`src/rtl/fpu_ss_wb_arbiter_pkg.sv`:
```
// Shared types for the FPU_SS writeback arbiter: source tags, holding-slot entry
// and the cv-x-if result payload.
package fpu_ss_wb_arbiter_pkg;
  localparam int X_ID_WIDTH = 4;
  localparam int FLEN       = 32;
  localparam int NUM_SRC    = 2;

  typedef enum logic {WbFpu = 1'b0, WbMem = 1'b1} wb_src_e;

  typedef struct packed {
    logic [4:0]            addr;
    logic                  rd_is_fp;
    logic [X_ID_WIDTH-1:0] id;
  } fpu_tag_t;

  typedef struct packed {
    logic [X_ID_WIDTH-1:0] id;
    logic [4:0]            rd;
    logic                  we;
    logic [FLEN/8-1:0]     be;
  } mem_metadata_t;

  typedef struct packed {
    logic [X_ID_WIDTH-1:0] id;
    logic [FLEN-1:0]       data;
    logic [4:0]            rd;
    logic                  we;
    logic [2:0]            ecswe;
    logic                  exc;
    logic [5:0]            exccode;
    logic                  dbg;
    logic                  err;
  } x_result_t;

  // we: the entry writes its destination; rd_is_fp selects FP regfile vs core GPR.
  typedef struct packed {
    logic [FLEN-1:0]       data;
    logic [4:0]            rd;
    logic                  rd_is_fp;
    logic                  we;
    logic [X_ID_WIDTH-1:0] id;
    logic [4:0]            fflags;
    logic                  err;
  } wb_entry_t;

  localparam logic [2:0] ECSWE_FS_DIRTY = 3'b010;
endpackage

```
`src/rtl/fpu_ss_wb_arbiter_if.sv`:
```
// Writeback side of the arbiter: cv-x-if result channel, FP regfile port and fflags.
interface fpu_ss_wb_arbiter_if;
  import fpu_ss_wb_arbiter_pkg::*;

  logic            x_result_valid;
  logic            x_result_ready;
  x_result_t       x_result;
  logic            fpr_we;
  logic [4:0]      fpr_waddr;
  logic [FLEN-1:0] fpr_wdata;
  logic            fflags_we;
  logic [4:0]      fflags;

  modport master (
    output x_result_valid, x_result, fpr_we, fpr_waddr, fpr_wdata, fflags_we, fflags,
    input  x_result_ready
  );

  modport slave (
    input  x_result_valid, x_result, fpr_we, fpr_waddr, fpr_wdata, fflags_we, fflags,
    output x_result_ready
  );
endinterface

```
`src/rtl/fpu_ss_wb_arbiter_slot.sv`:
```
// One-entry holding register; a retiring slot can be refilled in the same cycle.
module fpu_ss_wb_slot
  import fpu_ss_wb_arbiter_pkg::*;
(
  input  logic      clk_i,
  input  logic      rst_i,
  input  logic      in_valid,
  input  wb_entry_t in_entry,
  output logic      in_ready,
  input  logic      retire,
  output logic      vld_q,
  output wb_entry_t entry_q
);
  assign in_ready = ~vld_q | retire;

  always_ff @(posedge clk_i) begin
    if (rst_i) begin
      vld_q   <= 1'b0;
      entry_q <= '0;
    end else if (in_valid && in_ready) begin
      vld_q   <= 1'b1;
      entry_q <= in_entry;
    end else if (retire) begin
      vld_q   <= 1'b0;
    end
  end
endmodule

```
`src/rtl/fpu_ss_wb_arbiter.sv`:
```
// Shares the FP regfile write port and the X-result channel between fpnew and the
// load path using one holding slot per source and a round-robin grant.
module fpu_ss_wb_arbiter
  import fpu_ss_wb_arbiter_pkg::*;
#(
  parameter bit MEM_FIRST = 1'b0
) (
  input  logic                clk_i,
  input  logic                rst_i,
  input  logic                fpu_valid_i,
  output logic                fpu_ready_o,
  input  logic [FLEN-1:0]     fpu_result_i,
  input  fpu_tag_t            fpu_tag_i,
  input  logic [4:0]          fpu_status_i,
  input  logic                mem_valid_i,
  output logic                mem_ready_o,
  input  logic [FLEN-1:0]     mem_rdata_i,
  input  mem_metadata_t       mem_meta_i,
  input  logic                mem_err_i,
  fpu_ss_wb_arbiter_if.master wb,
  output logic                busy_o
);
  logic      [NUM_SRC-1:0] in_vld, in_rdy, retire, slot_vld;
  wb_entry_t [NUM_SRC-1:0] in_entry, slot_entry;
  wb_src_e                 rr_q, gnt;
  wb_entry_t               g_e;
  logic                    x_vld, hs, fpr_wr;
  logic                    unused_be;

  assign unused_be = ^mem_meta_i.be;

  always_comb begin
    in_entry[WbFpu]          = '0;
    in_entry[WbFpu].data     = fpu_result_i;
    in_entry[WbFpu].rd       = fpu_tag_i.addr;
    in_entry[WbFpu].rd_is_fp = fpu_tag_i.rd_is_fp;
    in_entry[WbFpu].we       = 1'b1;
    in_entry[WbFpu].id       = fpu_tag_i.id;
    in_entry[WbFpu].fflags   = fpu_status_i;

    // A faulting load must not update the destination register.
    in_entry[WbMem]          = '0;
    in_entry[WbMem].data     = mem_rdata_i;
    in_entry[WbMem].rd       = mem_meta_i.rd;
    in_entry[WbMem].rd_is_fp = 1'b1;
    in_entry[WbMem].we       = mem_meta_i.we & ~mem_err_i;
    in_entry[WbMem].id       = mem_meta_i.id;
    in_entry[WbMem].err      = mem_err_i;
  end

  assign in_vld[WbFpu] = fpu_valid_i;
  assign in_vld[WbMem] = mem_valid_i;
  assign fpu_ready_o   = in_rdy[WbFpu];
  assign mem_ready_o   = in_rdy[WbMem];

  for (genvar s = 0; s < NUM_SRC; s++) begin : g_slot
    fpu_ss_wb_slot u_slot (
      .clk_i    (clk_i),
      .rst_i    (rst_i),
      .in_valid (in_vld[s]),
      .in_entry (in_entry[s]),
      .in_ready (in_rdy[s]),
      .retire   (retire[s]),
      .vld_q    (slot_vld[s]),
      .entry_q  (slot_entry[s])
    );
  end

  // Grant only looks at registered slot state, so arrivals never preempt and the
  // grant holds steady under backpressure.
  always_comb begin
    if (&slot_vld)           gnt = rr_q;
    else if (slot_vld[WbMem]) gnt = WbMem;
    else                     gnt = WbFpu;
  end

  assign x_vld         = |slot_vld;
  assign hs            = x_vld & wb.x_result_ready;
  assign retire[WbFpu] = hs & (gnt == WbFpu);
  assign retire[WbMem] = hs & (gnt == WbMem);
  assign g_e           = x_vld ? slot_entry[gnt] : '0;
  assign fpr_wr        = g_e.we & g_e.rd_is_fp;

  always_ff @(posedge clk_i) begin
    if (rst_i)   rr_q <= wb_src_e'(MEM_FIRST);
    else if (hs) rr_q <= (gnt == WbFpu) ? WbMem : WbFpu;
  end

  always_comb begin
    wb.x_result         = '0;
    wb.x_result.id      = g_e.id;
    wb.x_result.data    = g_e.data;
    wb.x_result.rd      = g_e.rd;
    wb.x_result.we      = g_e.we & ~g_e.rd_is_fp;
    wb.x_result.ecswe   = fpr_wr ? ECSWE_FS_DIRTY : 3'b000;
    wb.x_result.err     = g_e.err;
  end

  assign wb.x_result_valid = x_vld;
  assign wb.fpr_we         = hs & fpr_wr;
  assign wb.fpr_waddr      = g_e.rd;
  assign wb.fpr_wdata      = g_e.data;
  assign wb.fflags_we      = retire[WbFpu];
  assign wb.fflags         = retire[WbFpu] ? g_e.fflags : 5'd0;
  assign busy_o            = x_vld;
endmodule

```
`src/flat_wrapper.sv`:
```
// flat-port wrapper written by rule: the top's interface ports become plain ports
module fpu_ss_wb_arbiter_flat import fpu_ss_wb_arbiter_pkg::*;
#(
  parameter bit MEM_FIRST = 1'b0
)
  (clk_i, rst_i, fpu_valid_i, fpu_ready_o, fpu_result_i, fpu_tag_i, fpu_status_i, mem_valid_i, mem_ready_o, mem_rdata_i, mem_meta_i, mem_err_i, busy_o, wb_x_result_valid, wb_x_result, wb_fpr_we, wb_fpr_waddr, wb_fpr_wdata, wb_fflags_we, wb_fflags, wb_x_result_ready);
  fpu_ss_wb_arbiter_if wb_i ();
  input  logic clk_i;
  input  logic rst_i;
  input  logic fpu_valid_i;
  output logic fpu_ready_o;
  input  logic [FLEN-1:0] fpu_result_i;
  input  fpu_tag_t fpu_tag_i;
  input  logic [4:0] fpu_status_i;
  input  logic mem_valid_i;
  output logic mem_ready_o;
  input  logic [FLEN-1:0] mem_rdata_i;
  input  mem_metadata_t mem_meta_i;
  input  logic mem_err_i;
  output logic busy_o;
  output wire logic [$bits(wb_i.x_result_valid)-1:0] wb_x_result_valid;
  output wire logic [$bits(wb_i.x_result)-1:0] wb_x_result;
  output wire logic [$bits(wb_i.fpr_we)-1:0] wb_fpr_we;
  output wire logic [$bits(wb_i.fpr_waddr)-1:0] wb_fpr_waddr;
  output wire logic [$bits(wb_i.fpr_wdata)-1:0] wb_fpr_wdata;
  output wire logic [$bits(wb_i.fflags_we)-1:0] wb_fflags_we;
  output wire logic [$bits(wb_i.fflags)-1:0] wb_fflags;
  input wire logic [$bits(wb_i.x_result_ready)-1:0] wb_x_result_ready;
  assign wb_x_result_valid = wb_i.x_result_valid;
  assign wb_x_result = wb_i.x_result;
  assign wb_fpr_we = wb_i.fpr_we;
  assign wb_fpr_waddr = wb_i.fpr_waddr;
  assign wb_fpr_wdata = wb_i.fpr_wdata;
  assign wb_fflags_we = wb_i.fflags_we;
  assign wb_fflags = wb_i.fflags;
  assign wb_i.x_result_ready = wb_x_result_ready;
  fpu_ss_wb_arbiter #(.MEM_FIRST(MEM_FIRST)) u_core (.clk_i(clk_i), .rst_i(rst_i), .fpu_valid_i(fpu_valid_i), .fpu_ready_o(fpu_ready_o), .fpu_result_i(fpu_result_i), .fpu_tag_i(fpu_tag_i), .fpu_status_i(fpu_status_i), .mem_valid_i(mem_valid_i), .mem_ready_o(mem_ready_o), .mem_rdata_i(mem_rdata_i), .mem_meta_i(mem_meta_i), .mem_err_i(mem_err_i), .wb(wb_i), .busy_o(busy_o));
endmodule
```
`config.mk`:
```
export PLATFORM = sky130hd
export DESIGN_NAME = fpu_ss_wb_arbiter_flat
export DESIGN_NICKNAME = d
export VERILOG_FILES = /design/src/rtl/fpu_ss_wb_arbiter_pkg.sv /design/src/rtl/fpu_ss_wb_arbiter_if.sv /design/src/rtl/fpu_ss_wb_arbiter_slot.sv /design/src/rtl/fpu_ss_wb_arbiter.sv /design/src/flat_wrapper.sv
export SDC_FILE = /design/constraint.sdc
export NUM_CORES = 1
export LEC_CHECK = 0
export ABC_AREA = 1
export CORE_MARGIN = 5
export CORE_UTILIZATION = 43
export DETAILED_ROUTE_END_ITERATION = 16
export GPL_TIMING_DRIVEN = 0
export HOLD_SLACK_MARGIN = 0.15
export PLACE_DENSITY = 0.86
export SLEW_MARGIN = 20
export SYNTH_ARGS = -nofsm -noshare
export SYNTH_HDL_FRONTEND = slang
export SYNTH_SLANG_ARGS = --single-unit
```
`constraint.sdc`:
```
create_clock -name clk_i -period 1.65 [get_ports clk_i]
set_clock_uncertainty 0.05 [all_clocks]
set_input_delay 0.33 -clock clk_i [delete_from_list [all_inputs] [get_ports clk_i]]
set_output_delay 0.33 -clock clk_i [all_outputs]
set_load 0.01 [all_outputs]
```
; ---- Yosys cells after proc, flatten, opt, wreduce, memory -nomap -nowiden
; Cells that the tools add are included.
[classes]
order_cmp = 1
muxes = 12
bitwise_logic = 14
reduce_logical = 6
[ops]
columns = cell, n
row1 = $mux 49, 3
row2 = $and 1x1->1, 7
row3 = $mux 1, 7
row4 = $mux 5, 1
row5 = $not 1->1, 5
row6 = $reduce_bool 2->1, 2
row7 = $logic_and 1x1->1, 2
row8 = $lt 1x2->1 const B, 1
row9 = $mux 2, 1
row10 = $or 1x1->1, 2
row11 = $reduce_and 2->1, 1
row12 = $reduce_or 2->1, 1
[totals]
regBits = 95
inputBits = 99
output_inout_bits = 102
word_cells = 48

; ---- Longest topological paths before layout
; Gate-level depths: netlist of run 1.
[logic_depth]
ltp_word = 7
ltp_mapped = 9
mapped_depth_nobuf = 9

; ---- By module
; A second synthesis of run 1 with hierarchy kept.
[unflattened]
hier_cells = 886
area_unflattened_um2 = 5718.0
[by_module_without_submodules]
columns = mod, n_inst, cells_each, area_each_um2, seq_area_each_um2
row1 = fpu_ss_wb_slot, 2, 326, 2215.9, 1001.0
row2 = fpu_ss_wb_arbiter, 1, 234, 1286.2, 20.0

; ---- Worst setup path after synthesis of run 1
; OpenSTA, ideal clock, no wires.
[synth_path]
path_kind = reg-to-output
start = register u_core.g_slot[0].u_slot.vld_q
end = output port wb_x_result[40]
arrival_ps = 1293
required_ps = 1270
path_slack_ps = -23
path_stages_with_launch = 9
n_path_buf = 4
cell_sequence = dfxtp_1 buf_6 nand2_1 nand2_2 buf_2 buf_2 nand3_1 nand2_1 buf_4
[synth_between]
elab_chain_len = 5
word_cells_on_any_way = 6
classes_between = mux: 4 / reduce/logical: 2
[synth_rtl]
columns = element, line_no
row1 = from (decl), fpu_ss_wb_arbiter_slot.sv:11  ; output logic vld_q,
row2 = from (signal assigned), fpu_ss_wb_arbiter_slot.sv:18  ; vld_q <= 1'b0;
row3 = from (signal assigned), fpu_ss_wb_arbiter_slot.sv:21  ; vld_q <= 1'b1;
row4 = from (signal assigned), fpu_ss_wb_arbiter_slot.sv:24  ; vld_q <= 1'b0;
row5 = $reduce_and 2->1, fpu_ss_wb_arbiter.sv:72  ; if (&slot_vld) gnt = rr_q;
row6 = $mux 1, fpu_ss_wb_arbiter.sv:72
row7 = $mux 49 (implied by the code) (2 in a row), fpu_ss_wb_arbiter.sv:81  ; assign g_e = x_vld ? slot_entry[gnt] : '0;
row8 = $mux 49 *, fpu_ss_wb_arbiter.sv:81
row9 = to (decl), flat_wrapper.sv:22  ; output wire logic [$bits(wb_i.x_result)-1:0] wb_x_result;
; Mark *: on every way between the ends. The rest lies on a longest branch, timed or not. The select of a mux whose other input is x is not followed.

; ---- Final worst setup path of run 1
[layout_path]
start = register u_core.g_slot[0].u_slot.vld_q
end = output port wb_x_result[15]
; Same word-level chain as after synthesis.

==> impl_metrics.ini, run 1 <==
[status]
status = finished, violations left
violations = setup timing

[cells_and_area]
multiInputGateArea_sq_mm = 0.00274
drive_above_1_share = 0.369
num-nets-final = 1077
finish.instance_area_sq_mm = 0.00875
diodes = 0
nFillCells = 724
seqCellArea_sq_mm = 0.00191
areaGrowthSynthToFinish_pct = 81.4
final_core_util = 0.800

[route]
vias = 5569
drc_errors = 0
wl_per_cell_um = 16.2
totalWireLength_um = 18200
first_pass_iters = 5
antenna_left = 0
drt_iter0_drc = 357
via_per_inst = 4.96

[setup_path]
rr_worst_depth = 12
regToRegSetupSlack_ns = -0.25
start_kind = flop
regToRegStartpoint = u_core.g_slot[0].u_slot.vld_q$_SDFFE_PP0P_
critPathKind = flop to output port
end_kind = output port
cp-startpoint = u_core.g_slot[0].u_slot.vld_q$_SDFFE_PP0P_
worst_ep_required_time_ns = 1.27
crit_fanout = 7
worst_ep_arrival_time_ns = 1.66
r2r-end = u_core.g_slot[0].u_slot.entry_q[36]$_SDFFE_PP0P_

[yosys]
synth_seq_area_share = 0.394
synth.distinct_cells = 19
yosysTopAreaCellShare = 0.394
syn-cell-area_sq_mm = 0.00483
ys.warnings.count = 0
yosysTopAreaCell = dfxtp_1
ys_seq_elements = 95
postSynthAreaPerCell_sq_um = 6.57
ys_top_cells_by_area = dfxtp_1 39%, nor2_1 11%, nand2_1 11%
syn_inst = 735

[worst_hold_path]
min_from = u_core.g_slot[0].u_slot.entry_q[10]$_SDFFE_PP0P_
holdPathStages = 2
whs_endpoint = u_core.g_slot[0].u_slot.entry_q[10]$_SDFFE_PP0P_
min_path_type = flop to flop

[sta]
worst_pin_slew_ns = 0.730
finalCriticalPeriod_ns = 2.04
rsz0062_at_grt = true
fin_ws_ns = -0.388
max_clock_freq_mhz = 491
setup_viol = 138
max_slew_margin = 0.514
min_period_over_period = 1.24
drv_slew = 0
hold_viol = 0
hold-worst-slack_ns = 0.422

[global_routing]
grt_pass1_wl_um = 25200
gr-total-overflow = 0
first_global_vias = 5105
grt_max_degree = 15
antenna_found_initial = 0
grt_usage = 0.236

[power]
peakVddDrop_mv = 0.561
power_density_mw_per_mm2 = 802
leakagePower_nw = 4.11

[clocking]
cts_buffers = 9
ctsRootBufferMaster = clkbuf_16
clk_pin_slew_worst_paths_ns = 0.06
insertion_delay_ns = 0.33
clk_path_buf_depth = 2
cts_hold_buffers = 0
cts_sinks = 95
cts_htree_levels = 3
cts_tree = yes

[placed_design]
dp.final_hpwl_um = 11300
io_buffers = 185
place_area_sq_mm = 0.00690
pre_cts_ws_ns = -0.823
place_congestion = 0.827

[die]
start_util = 0.441
fp-row-count = 38
dieWidth_um = 116
dieArea_sq_mm = 0.0134
io_pins = 201
floorplan.die.height_um = 116
core_sq_mm = 0.0109

[job]
drv_cap = 0
==> power by group <==
| group | internal [W] | switching [W] | leakage [nW] |
|---|---|---|---|
| logic | 0.00116 | 0.000991 | 3.17 |
| clock network | 0.00136 | 0.000867 | 0.149 |
| registers | 0.00249 | 0.000151 | 0.790 |
| total | 0.00501 | 0.00201 | 4.11 |
==> stage by stage <==
| step | power [W] | cells | TNS, ns |
|---|---|---|---|
| 6_report | 0.00702 | 1122 | -30.60 |
| 5_1_grt | 0.00731 | 1122 | -38.42 |
| 4_1_cts | 0.00655 | 1103 | -37.08 |
| 3_5_place_dp | 0.00419 | 1069 | -95.68 |
| 3_3_place_gp | 0.00416 | 1069 | -91.50 |
| 2_1_floorplan | 0.00346 | 744 | -0.599 |
==> area by class of cell <==
| class | instances | share of cell area |
|---|---|---|
| clock buffer | 12 | 0.0282 |
| timing repair buffer | 224 | 0.278 |
| buffer | 100 | 0.106 |
| inverter | 67 | 0.0294 |
| multi-input combinational | 481 | 0.313 |
| tap | 140 | 0.0200 |
| clock inverter | 3 | 0.00772 |
| sequential | 95 | 0.218 |
==> synth_stat cells <==
| cell type | n |
|---|---|
| inv_1 | 65 |
| nor2_1 | 141 |
| buf_6 | 5 |
| nand2_2 | 2 |
| o21ai_0 | 44 |
| inv_2 | 1 |
| nand2_4 | 2 |
| buf_2 | 18 |
| buf_1 | 5 |
| a21oi_1 | 52 |
| nand3_1 | 90 |
| dfxtp_1 | 95 |
| nor2_2 | 1 |
| nor2_4 | 1 |
| buf_4 | 53 |
| clkbuf_1 | 20 |
| clkinv_1 | 1 |
| nand2_1 | 138 |
| conb_1 | 1 |
==> placed cells by master (no fill, tap or decap), types with 3 or more instances in the layout <==
| cell | count |
|---|---|
| nor2_1 | 138 |
| buf_6 | 124 |
| dfxtp_1 | 92 |
| nand2_1 | 91 |
| clkdlybuf4s50_1 | 91 |
| inv_1 | 61 |
| nand3_1 | 49 |
| o21ai_0 | 42 |
| buf_4 | 39 |
| nand2_2 | 33 |
| nand3_2 | 25 |
| a21oi_1 | 25 |
| a21oi_2 | 25 |
| buf_2 | 20 |
| nand2_4 | 17 |
| nand3_4 | 16 |
| clkbuf_1 | 16 |
| clkbuf_16 | 14 |
| conb_1 | 10 |
| buf_12 | 8 |
| buf_8 | 8 |
| clkbuf_8 | 5 |
| inv_2 | 3 |
| nor2_4 | 3 |
| dlygate4sd2_1 | 3 |
==> sequential cells by signal (all words and copies together), names as in the netlist <==
signal                        flops
u_core.g_slot.u_slot.entry_q     92
u_core.rr_q                       1
u_core.g_slot.u_slot.vld_q        2
==> worst max-delay path, cell delays in order, from the launching register on <==
cell     delay (ns)
dfxtp_4        0.39
nand2_4        0.07
nand2_4        0.10
buf_12         0.15
buf_12         0.12
buf_8          0.12
nand3_2        0.08
nand2_2        0.11
buf_6          0.10
buf_6          0.08
==> kinds of logic (layout without fill, tap and decap cells) <==
kind of cell           count (synthesis)  in the layout  share of synthesized area
AO/OA/AOI/OAI                         96             96                     0.0996
buffers and inverters                168            406                      0.184
flip-flops                            95             95                      0.394
other                                  1             10                   0.000777
AND/OR/NAND/NOR                      375            375                      0.321
==> how the worst max path moves through the flow <==
stage | end | cells after the start | slack (ns)
3_5_place_dp | wb_x_result[48] | 9 | -0.82
6_report | wb_x_result[15] | 9 | -0.39
4_1_cts | wb_x_result[23] | 9 | -0.47
2_1_floorplan | wb_x_result[13] | 8 | -0.02
3_3_place_gp | fpu_ready_o | 7 | -0.81
5_1_grt | wb_fpr_we | 8 | -0.48
==> repair_timing <==
action	CTS	global route
buffers inserted	15	14
cloned	4	6
gates resized for setup	452	271
pin swaps	24	51
endpoints found under the setup margin	141	146
==> routing by layer <==
| metal | global-route usage | vias up | wire, um |
|---|---|---|---|
| li1 | - | 2727 | - |
| met1 | 0.296 | 2579 | 7050 |
| met2 | 0.411 | 236 | 9480 |
| met3 | 0.0324 | 27 | 1270 |
| met4 | 0.0882 | 0 | 378 |
| met5 | 0 | - | 0 |
Power figures use the tool's default switching activity.
==> run 2, diff against run 1 <==
Settings changed: SLEW_MARGIN 20 to 10.
==> results of run 2 <==
Same layout as run 1: the final DEF is identical, and so are final timing and power.
